## src/rtl/bist_pkg.sv

```systemverilog
// Shared definitions for the March C- BIST controller: FSM states, element
// indices and the per-element march table.
package bist_pkg;

    typedef enum logic [2:0] {
        S_IDLE,
        S_WR,
        S_RD,
        S_CHK,
        S_DONE
    } state_t;

    localparam int NUM_ELEMS = 6;

    localparam logic [2:0] E0 = 3'd0;
    localparam logic [2:0] E1 = 3'd1;
    localparam logic [2:0] E2 = 3'd2;
    localparam logic [2:0] E3 = 3'd3;
    localparam logic [2:0] E4 = 3'd4;
    localparam logic [2:0] E5 = 3'd5;
    localparam logic [2:0] LAST_ELEM = E5;

    // One row of the march table: sweep direction, op count, and for each op
    // whether it writes and whether its background is all-ones.
    typedef struct packed {
        logic down;
        logic two_ops;
        logic op0_wr;
        logic op0_one;
        logic op1_wr;
        logic op1_one;
    } elem_cfg_t;

    function automatic elem_cfg_t elem_cfg(input logic [2:0] elem);
        elem_cfg_t c;
        c = '0;
        case (elem)
            E0: c = '{down: 1'b0, two_ops: 1'b0, op0_wr: 1'b1, op0_one: 1'b0, op1_wr: 1'b0, op1_one: 1'b0};
            E1: c = '{down: 1'b0, two_ops: 1'b1, op0_wr: 1'b0, op0_one: 1'b0, op1_wr: 1'b1, op1_one: 1'b1};
            E2: c = '{down: 1'b0, two_ops: 1'b1, op0_wr: 1'b0, op0_one: 1'b1, op1_wr: 1'b1, op1_one: 1'b0};
            E3: c = '{down: 1'b1, two_ops: 1'b1, op0_wr: 1'b0, op0_one: 1'b0, op1_wr: 1'b1, op1_one: 1'b1};
            E4: c = '{down: 1'b1, two_ops: 1'b1, op0_wr: 1'b0, op0_one: 1'b1, op1_wr: 1'b1, op1_one: 1'b0};
            E5: c = '{down: 1'b0, two_ops: 1'b0, op0_wr: 1'b0, op0_one: 1'b0, op1_wr: 1'b0, op1_one: 1'b0};
            default: c = '0;
        endcase
        return c;
    endfunction

endpackage

```

## src/rtl/march_bist_ctrl_if.sv

```systemverilog
// Memory-side bus between the BIST controller (master) and the single-port
// synchronous memory (slave).
interface march_bist_ctrl_if #(
    parameter int A_WIDTH = 4,
    parameter int WIDTH   = 4
);
    logic               mem_read;
    logic               mem_write;
    logic [A_WIDTH-1:0] mem_addr;
    logic [WIDTH-1:0]   mem_wdata;
    logic [WIDTH-1:0]   mem_rdata;

    modport master (
        output mem_read,
        output mem_write,
        output mem_addr,
        output mem_wdata,
        input  mem_rdata
    );

    modport slave (
        input  mem_read,
        input  mem_write,
        input  mem_addr,
        input  mem_wdata,
        output mem_rdata
    );
endinterface

```

## src/rtl/march_addr_gen.sv

```systemverilog
// Loadable up/down address counter for the march sweep; `last` flags the
// terminal address of the current direction.
module march_addr_gen #(
    parameter int A_WIDTH = 4
) (
    input  logic               clk,
    input  logic               rst,
    input  logic               load,
    input  logic               load_down,
    input  logic               step,
    input  logic               down,
    output logic [A_WIDTH-1:0] addr,
    output logic               last
);
    localparam logic [A_WIDTH-1:0] ONE = A_WIDTH'(1);

    // NOTE: sequential state uses non-blocking assignments so every register
    // samples pre-edge values regardless of block ordering.
    always_ff @(posedge clk) begin
        if (rst) begin
            addr <= '0;
        end else if (load) begin
            addr <= load_down ? '1 : '0;
        end else if (step) begin
            addr <= down ? addr - ONE : addr + ONE;
        end
    end

    assign last = down ? (addr == '0) : (addr == '1);

endmodule

```

## src/rtl/march_bist_ctrl.sv

```systemverilog
// March C- BIST controller for a single-port synchronous memory.
// Define BIST_STOP_ON_FAIL_EN to end the test at the first mismatching read.
module march_bist_ctrl
    import bist_pkg::*;
#(
    parameter int A_WIDTH   = 4,
    parameter int WIDTH     = 4,
    parameter int CNT_WIDTH = 8
) (
    input  logic                 clk,
    input  logic                 rst,
    input  logic                 start,
    output logic                 busy,
    output logic                 done,
    output logic                 fail,
    output logic [A_WIDTH-1:0]   fail_addr,
    output logic [2:0]           fail_elem,
    output logic [CNT_WIDTH-1:0] fail_count,
    march_bist_ctrl_if.master    mem
);

    state_t             state_q, state_d;
    logic [2:0]         elem_q, elem_d;
    logic               op_q, op_d;
    logic               advance;
    logic               issue;
    logic               ag_load, ag_load_down, ag_step, ag_down, ag_last;
    logic [A_WIDTH-1:0] addr;
    logic [WIDTH-1:0]   wdata_q;
    logic               exp_one;
    logic               next_one;
    logic               mismatch;

    march_addr_gen #(.A_WIDTH(A_WIDTH)) u_addr_gen (
        .clk       (clk),
        .rst       (rst),
        .load      (ag_load),
        .load_down (ag_load_down),
        .step      (ag_step),
        .down      (ag_down),
        .addr      (addr),
        .last      (ag_last)
    );

    assign ag_down      = elem_cfg(elem_q).down;
    assign ag_load_down = elem_cfg(elem_d).down;
    assign exp_one      = op_q ? elem_cfg(elem_q).op1_one : elem_cfg(elem_q).op0_one;
    assign next_one     = op_d ? elem_cfg(elem_d).op1_one : elem_cfg(elem_d).op0_one;
    assign mismatch     = (state_q == S_CHK) && (mem.mem_rdata != {WIDTH{exp_one}});

    always_ff @(posedge clk) begin
        if (rst) begin
            state_q <= S_IDLE;
            elem_q  <= E0;
            op_q    <= 1'b0;
        end else begin
            state_q <= state_d;
            elem_q  <= elem_d;
            op_q    <= op_d;
        end
    end

    // NOTE: every combinational output gets a default first so no path
    // through the case/if tree leaves a variable unassigned (no latches).
    always_comb begin
        state_d = state_q;
        elem_d  = elem_q;
        op_d    = op_q;
        advance = 1'b0;
        issue   = 1'b0;
        ag_load = 1'b0;
        ag_step = 1'b0;

        case (state_q)
            S_IDLE: begin
                if (start) begin
                    elem_d  = E0;
                    op_d    = 1'b0;
                    ag_load = 1'b1;
                    issue   = 1'b1;
                end
            end
            S_WR:  advance = 1'b1;
            S_RD:  state_d = S_CHK;
            S_CHK: begin
`ifdef BIST_STOP_ON_FAIL_EN
                if (mismatch) state_d = S_DONE;
                else          advance = 1'b1;
`else
                advance = 1'b1;
`endif
            end
            S_DONE:  state_d = S_IDLE;
            default: state_d = S_IDLE;
        endcase

        // Next op: second op at this address, else next address, else next element.
        if (advance) begin
            if (!op_q && elem_cfg(elem_q).two_ops) begin
                op_d  = 1'b1;
                issue = 1'b1;
            end else if (!ag_last) begin
                op_d    = 1'b0;
                ag_step = 1'b1;
                issue   = 1'b1;
            end else if (elem_q == LAST_ELEM) begin
                state_d = S_DONE;
            end else begin
                elem_d  = elem_q + 3'd1;
                op_d    = 1'b0;
                ag_load = 1'b1;
                issue   = 1'b1;
            end
        end

        if (issue) begin
            state_d = (op_d ? elem_cfg(elem_d).op1_wr : elem_cfg(elem_d).op0_wr) ? S_WR : S_RD;
        end
    end

    always_ff @(posedge clk) begin
        if (rst) begin
            wdata_q    <= '0;
            fail       <= 1'b0;
            fail_addr  <= '0;
            fail_elem  <= '0;
            fail_count <= '0;
        end else begin
            if (issue && (state_d == S_WR)) begin
                wdata_q <= {WIDTH{next_one}};
            end
            if ((state_q == S_IDLE) && start) begin
                fail       <= 1'b0;
                fail_addr  <= '0;
                fail_elem  <= '0;
                fail_count <= '0;
            end else if (mismatch) begin
                fail <= 1'b1;
                if (!fail) begin
                    fail_addr <= addr;
                    fail_elem <= elem_q;
                end
                if (!(&fail_count)) begin
                    fail_count <= fail_count + CNT_WIDTH'(1);
                end
            end
        end
    end

    assign busy          = (state_q == S_WR) || (state_q == S_RD) || (state_q == S_CHK);
    assign done          = (state_q == S_DONE);
    assign mem.mem_read  = (state_q == S_RD);
    assign mem.mem_write = (state_q == S_WR);
    assign mem.mem_addr  = addr;
    assign mem.mem_wdata = wdata_q;

endmodule

```

## src/flat_wrapper.sv

```systemverilog
// flat-port wrapper written by rule: the top's interface ports become plain ports
module march_bist_ctrl_flat import bist_pkg::*;
#(
    parameter int A_WIDTH   = 4,
    parameter int WIDTH     = 4,
    parameter int CNT_WIDTH = 8
)
  (clk, rst, start, busy, done, fail, fail_addr, fail_elem, fail_count, mem_mem_read, mem_mem_write, mem_mem_addr, mem_mem_wdata, mem_mem_rdata);
  march_bist_ctrl_if #(.A_WIDTH(A_WIDTH), .WIDTH(WIDTH)) mem_i ();
  input  logic clk;
  input  logic rst;
  input  logic start;
  output logic busy;
  output logic done;
  output logic fail;
  output logic [A_WIDTH-1:0] fail_addr;
  output logic [2:0] fail_elem;
  output logic [CNT_WIDTH-1:0] fail_count;
  output wire logic [$bits(mem_i.mem_read)-1:0] mem_mem_read;
  output wire logic [$bits(mem_i.mem_write)-1:0] mem_mem_write;
  output wire logic [$bits(mem_i.mem_addr)-1:0] mem_mem_addr;
  output wire logic [$bits(mem_i.mem_wdata)-1:0] mem_mem_wdata;
  input wire logic [$bits(mem_i.mem_rdata)-1:0] mem_mem_rdata;
  assign mem_mem_read = mem_i.mem_read;
  assign mem_mem_write = mem_i.mem_write;
  assign mem_mem_addr = mem_i.mem_addr;
  assign mem_mem_wdata = mem_i.mem_wdata;
  assign mem_i.mem_rdata = mem_mem_rdata;
  march_bist_ctrl #(.A_WIDTH(A_WIDTH), .WIDTH(WIDTH), .CNT_WIDTH(CNT_WIDTH)) u_core (.clk(clk), .rst(rst), .start(start), .busy(busy), .done(done), .fail(fail), .fail_addr(fail_addr), .fail_elem(fail_elem), .fail_count(fail_count), .mem(mem_i));
endmodule
```

## config.mk

```make
export PLATFORM = sky130hd
export DESIGN_NAME = march_bist_ctrl_flat
export DESIGN_NICKNAME = d
export VERILOG_FILES = /design/src/rtl/bist_pkg.sv /design/src/rtl/march_bist_ctrl_if.sv /design/src/rtl/march_addr_gen.sv /design/src/rtl/march_bist_ctrl.sv /design/src/flat_wrapper.sv
export SDC_FILE = /design/constraint.sdc
export NUM_CORES = 1
export LEC_CHECK = 0
export CAP_MARGIN = 20
export CORE_UTILIZATION = 35
export CTS_CLUSTER_SIZE = 20
export DETAILED_ROUTE_END_ITERATION = 10
export HOLD_SLACK_MARGIN = 0.03
export PLACE_DENSITY = 0.61
export SLEW_MARGIN = 20
export SYNTH_ARGS = -nofsm -noshare
export SYNTH_HDL_FRONTEND = slang
export SYNTH_SLANG_ARGS = --single-unit
```

## constraint.sdc

```tcl
create_clock -name clk -period 3.5 [get_ports clk]
set_input_delay 0.525 -clock clk [delete_from_list [all_inputs] [get_ports clk]]
set_output_delay 0.525 -clock clk [all_outputs]
set_load 0.01 [all_outputs]
```

==> results of run 1 <==
[area by class of cell]
class / instances / area share
multi-input combinational: 152 / 0.4912
sequential: 28 / 0.2530
timing repair buffer: 38 / 0.1671
tap: 67 / 0.03783
clock buffer: 3 / 0.01863
inverter: 11 / 0.01863
clock inverter: 1 / 0.01355
[layer usage]
metal  global-route usage  up-vias  share of wire
met4              0.06754        0          0.015
li1                     -      807              -
met5                    0        -              0
met1               0.2017      702           0.50
met3              0.02083        5          0.038
met2               0.2596       33           0.45
[critical path: stages, from the launching register on]
cell	delay, ns
dfxtp_1	0.43
inv_1	0.13
ha_1	0.26
mux2i_1	0.54
mux2_4	0.39
nor3_4	0.28
mux2i_1	0.42
xor2_1	0.17
a221o_1	0.31
[logic make-up after synthesis]
| family | after synthesis |
|---|---|
| buf+inv | 19 |
| xor+xnor | 5 |
| simple gates | 84 |
| fa+ha+maj | 10 |
| compound gates | 45 |
| mux | 8 |
| flops | 28 |
[flip-flops by register name, summed over array words and instances (netlist names)]
name                    cells
u_core.elem_q               3
u_core.fail_count           8
u_core.state_q              3
u_core.fail_elem            3
u_core.mem.mem_wdata        1
u_core.fail_addr            4
u_core.op_q                 1
u_core.u_addr_gen.addr      4
u_core.fail                 1
[synthesized netlist by cell type (4+ instances only)]
library cell / count
dfxtp_1: 28
nand2_1: 17
o21ai_0: 14
nand3_1: 13
nor2_1: 13
inv_1: 11
ha_1: 8
a21oi_1: 7
nor3_1: 7
mux2i_1: 5
a221oi_1: 4
nor4_1: 4
o21a_1: 4
[path summary, 6_finish.rpt]
check	cells past startpoint	endpoint	startpoint	slack, ns
min	2	u_core.fail_addr[0]	u_core.fail_addr[0]	0.47
min reg2reg	2	u_core.fail_addr[0]	u_core.fail_addr[0]	0.47
max	8	u_core.state_q[0]	u_core.elem_q[0]	0.48
max reg2reg	8	u_core.state_q[0]	u_core.elem_q[0]	0.48
[metrics by stage]
step | instance area, sq um | setup WS (ns) | utilization
after floorplan | 1739 | 0.7874 | -
after global placement | 2145 | 0.6097 | 0.4511
after detailed placement | 2145 | 0.4965 | 0.4511
after CTS | 2216 | 0.4832 | 0.4661
after global routing | 2216 | 0.2554 | 0.4661
final | 2216 | 0.4806 | 0.4661
[where the power goes]
| group | leakage (nW) | switching [mW] | internal [mW] |
|---|---|---|---|
| clock network | 0.0357 | 0.106 | 0.153 |
| registers | 0.226 | 0.0104 | 0.324 |
| logic | 0.502 | 0.0403 | 0.0384 |
| total | 0.764 | 0.157 | 0.516 |
==> reports/metrics.cfg, run 1 <==
[pwr]
leakage_nw = 0.7644
vdd_drop_max_mv = 0.1502
power_mw = 0.6725
power_density_nw_per_um2 = 303.5

[synthesis]
synth_nets = 215
yosys_warnings = 0
synth-edff-count = 0
synth_simple_gate_area_share = 0.2712
ys_seq_area_frac = 0.3223
synth_cell_types = 55
synth_top_family_by_area = simple AND/OR/NAND/NOR gates
syn_area_sq_um = 1739
synth_ff_type = dfxtp_1
synthesis.instances = 199
async_flop_share = 0
synth_largest_area_cell = dfxtp_1
synth_compound_area_frac = 0.1942
synth_area_leaders = dfxtp_1 32%, ha_1 5.8%, o21ai_0 4.0%
ys_ff_latch = 28
synthAdderAreaFrac = 0.07482
synthMuxAreaShare = 0.05683
synthXorXnorAreaFrac = 0.02518
avgSynthCellArea_sq_um = 8.740
synth_top_area_frac = 0.3223

[finish]
final_cell_mix = 34 x clkdlybuf4s50_1, 28 x dfxtp_1, 17 x nand2_1, 14 x o21ai_0
final_common_cell = clkdlybuf4s50_1
area_delta_synth_final_pct = 27.41
antennaDiodeCount = 0
seqCellArea_sq_um = 560.5
multi_input_area_sq_um = 1089
layout.cells.non_filler = 300
layout-drive-gt1-share = 0.08584
fin_nets = 250
fillers = 502

[worst_setup_path]
setup.worst_path.start_class = flop
worstSetupPathType = flop to flop
arrival_ns = 3.20
critPathMaxFanout = 6
critPathRequiredTime_ns = 3.68
worst_setup_path_end_kind = flop

[detailed_routing]
vias_per_cell = 5.157
wl_per_cell_microns = 13.24
firstDrtPassIters = 4
final_antenna_net_count = 0
drc = 0
drt_iter0_drc = 80
wl_microns = 3972
vias = 1547

[timing]
finalSetupViolations = 0
rsz0062_at_grt = no
tightest_slew_ns = 0.8026
slew_viol_final = 0
fin_worst_skew_ns = 0.005204
fmax_ghz = 0.3312
whs_ns = 0.4701
fin_crit_ns = 3.019
fin_crit_sh = 0.8627
final-hold-violation-count = 0
fin_setup_tns_ns = 0
max-slew-margin-rel = 0.4604

[global_routing]
globalRouteOverflowTotal = 0
grt_pass1_wl_microns = 6417
antenna_found_initial = 0
grt_max_degree = 18
grt_usage = 0.1560
grt_pass1_vias = 1440

[placement]
gp_congestion = 0.8623
place_hpwl_microns = 2990
numPortBuffers = 34
dp.cells = 296

[flow_run]
drv_cap = 0

[clock_network]
cts_buffer_depth = 2
post-cts-setup-buffers = 0
clkLatencyLatePin_ns = 0.28
holdBufCountCts = 0
cts_sinks = 28
cts_tree = yes
path_clk_slew_ns = 0.10
numCtsBuffers = 3
htreeDepth = 1
cts_resized = 0
clock-root-buffer = clkbuf_8

[status]
status = complete, no violations

[floorplanning]
die_x_microns = 72.49
initial_core_util = 0.3658
fp-row-count = 25
core_sq_um = 4755
die_y_microns = 72.49
dieArea_sq_um = 5255
pin_count = 35

[worst_hold_path]
min_path_type = flop to flop

Note: power is estimated with default switching activity, not from simulation.
==> run 2: changes to the inputs <==
- CTS_CLUSTER_SIZE: 20 -> default
- PLACE_DENSITY: 0.61 -> default
==> run 2 against run 1 <==
- sequential power hardly changed
- first-iteration DRC count is 95% higher
- wire length is 2.1% higher
- fmax is 0.27% higher
- hold slack better by 0.0025 ns
- clock power hardly changed
- register-to-register slack hardly changed
- critical endpoint unchanged
- largest power group unchanged
==> reports/metrics.cfg, run 2 (synthesis gave the netlist of run 1 again) <==
[timing]
fin_crit_ns = 3.011  ; -0.008082 ns
fin_setup_tns_ns = 0  ; unchanged
finalSetupViolations = 0  ; unchanged
slew_viol_final = 0  ; unchanged
max-slew-margin-rel = 0.4330  ; -0.02743
fin_crit_sh = 0.8604  ; -0.002309
rsz0062_at_grt = no
fin_worst_skew_ns = 0.009350  ; +0.004146 ns
worst_slack_ns = 0.4887  ; +0.008082 ns
fmax_ghz = 0.3321  ; +0.27%
tightest_slew_ns = 0.8434  ; +0.04080 ns
final-hold-violation-count = 0  ; unchanged

[placement]
placed_area_sq_um = 2145  ; unchanged
numPortBuffers = 34  ; unchanged
gp_congestion = 0.8419  ; -2.4%
place_ws_ns = 0.5385  ; +0.04202 ns
place_hpwl_microns = 2924  ; -2.2%

[worst_hold_path]
worstHoldPathCells = 2  ; unchanged
min_path_type = flop to flop
min_to = u_core.fail_addr[0]
hold_start = u_core.fail_addr[0]

[finish]
fillers = 473  ; -5.8%
multi_input_area_sq_um = 1089  ; unchanged
final_area_sq_um = 2216  ; unchanged
area_delta_synth_final_pct = 27.41  ; unchanged
top_register = u_core.fail_count
seqCellArea_sq_um = 560.5  ; unchanged
final_cell_mix = 34 x clkdlybuf4s50_1, 28 x dfxtp_1, 17 x nand2_1, 14 x o21ai_0
fin_nets = 250  ; unchanged
largest_register_ffs = 8  ; unchanged
reg_top3 = u_core.fail_count x8, u_core.fail_addr x4, u_core.u_addr_gen.addr x4
final_common_cell = clkdlybuf4s50_1
antennaDiodeCount = 0  ; unchanged
final_core_util = 0.4661  ; unchanged
layout-drive-gt1-share = 0.08584  ; unchanged

[clock_network]
holdBufCountCts = 0  ; unchanged
cts_sinks = 28  ; unchanged
clock-root-buffer = clkbuf_8
path_clk_slew_ns = 0.10  ; about the same
post-cts-setup-buffers = 0  ; unchanged
clkLatencyLatePin_ns = 0.28  ; about the same
cts_tree = yes
numCtsBuffers = 3  ; unchanged
cts_buffer_depth = 2  ; unchanged
htreeDepth = 1  ; unchanged
cts_resized = 0  ; unchanged

[detailed_routing]
final_antenna_net_count = 0  ; unchanged
firstDrtPassIters = 5  ; +1
drc = 0  ; unchanged
drt_iter0_drc = 156  ; +95%
vias = 1568  ; +1.4%
wl_microns = 4057  ; +2.1%
wl_per_cell_microns = 13.52  ; +2.1%
vias_per_cell = 5.227  ; +1.4%

[global_routing]
antenna_found_initial = 0  ; unchanged
use_met1 = 0.2398  ; +0.03805
grt_util_met3 = 0.02639  ; +0.005556
gr-max-usage-layer = met2
grt_max_degree = 17  ; -1
grt_pass1_wl_microns = 6962  ; +8.5%
globalRouteOverflowTotal = 0  ; unchanged
grt_usage = 0.1676  ; +0.01163
gr-usage-met2 = 0.2544  ; -0.005192
grt_pass1_vias = 1458  ; +1.3%

[pwr]
p_int_mw = 0.5156  ; about the same
share_seq_of_total_power = 0.495  ; -0.002
vdd_drop_max_mv = 0.2276  ; +52%
p_comb_frac = 0.119  ; +0.002
leakage_nw = 0.7644  ; unchanged
power_density_nw_per_um2 = 304.2  ; +0.23%
power_switching_mw = 0.1584  ; +0.99%
swShare = 0.2350  ; +0.001759
clkPwrFrac = 0.385  ; about the same

[worst_setup_path]
setup.worst_path.start_class = flop
arrival_ns = 3.18  ; -0.02 ns
r2r_cells = 8  ; unchanged
crit_family = multiplexers
worstSetupPathType = flop to flop
critPathBufInv = 1  ; unchanged
crit_top_cell = mux2i_1
crit_slowest_cell = mux2i_1
worst_setup_path_end_kind = flop
rr_startpoint = u_core.elem_q[0]
path_cells = inv_1 -> ha_1 -> mux2i_1 -> mux2_4 -> nor3_4 -> mux2i_1 -> xor2_1 -> a221o_1
r2r_slack_ns = 0.49  ; about the same
cpPeakStageDelay_ns = 0.52  ; -0.02 ns
critPathRequiredTime_ns = 3.67  ; about the same
r2r-end = u_core.state_q[0]
critPathMaxFanout = 6  ; unchanged

[floorplanning]
core_sq_um = 4755  ; unchanged
fp-row-count = 25  ; unchanged
dieArea_sq_um = 5255  ; unchanged
initial_core_util = 0.3658  ; unchanged
die_y_microns = 72.49  ; unchanged
die_x_microns = 72.49  ; unchanged
pin_count = 35  ; unchanged

[flow_run]
drv_cap = 0  ; unchanged

[status]
status = complete, no violations

run 2: final cells by class:
type	count	share of cell area
Sequential cell	28	0.2530
Multi-Input combinational cell	152	0.4912
Tap cell	67	0.03783
Inverter	11	0.01863
Timing Repair Buffer	38	0.1671
Clock inverter	1	0.01355
Clock buffer	3	0.01863
run 2: per-layer routing:
layer / share of wire / up-vias
met4: 0.021 / 0
li1: - / 805
met3: 0.052 / 8
met5: 0 / -
met2: 0.43 / 48
met1: 0.50 / 707
run 2: through the flow:
stage | std cells | hold slack (ns) | power, mW
floorplan | 199 | 0.4802 | 0.3861
global route | 300 | 0.4920 | 0.7092
CTS | 300 | 0.4735 | 0.6828
finish | 300 | 0.4725 | 0.6740
detailed placement | 296 | 0.4506 | 0.4208
global placement | 296 | 0.4497 | 0.4223
run 2: power groups by stage:
stage                     sequential [mW]  clock, mW  combinational [mW]
after detailed placement            0.342          0              0.0793
after global placement              0.342          0              0.0804
after CTS                           0.334      0.268              0.0804
after floorplan                     0.341          0              0.0452
after global routing                0.336      0.284              0.0893
final                               0.334      0.260              0.0804
run 2: worst max path at each step:
stage	start	endpoint	depth (start not counted)
floorplan	u_core.elem_q[0]	u_core.state_q[0]	8
global placement	u_core.elem_q[0]	u_core.state_q[0]	8
detailed placement	u_core.elem_q[0]	u_core.state_q[0]	8
CTS	u_core.elem_q[0]	u_core.state_q[0]	8
global route	u_core.elem_q[0]	u_core.state_q[1]	8
finish	u_core.elem_q[0]	u_core.state_q[0]	8
run 2: worst reg2reg max path, cell delays in order (launching register included):
cell and delay [ns]:
dfxtp_1 0.44, inv_1 0.13, ha_1 0.26, mux2i_1 0.52, mux2_4 0.40, nor3_4 0.28, mux2i_1 0.41, xor2_1 0.17
a221o_1 0.31
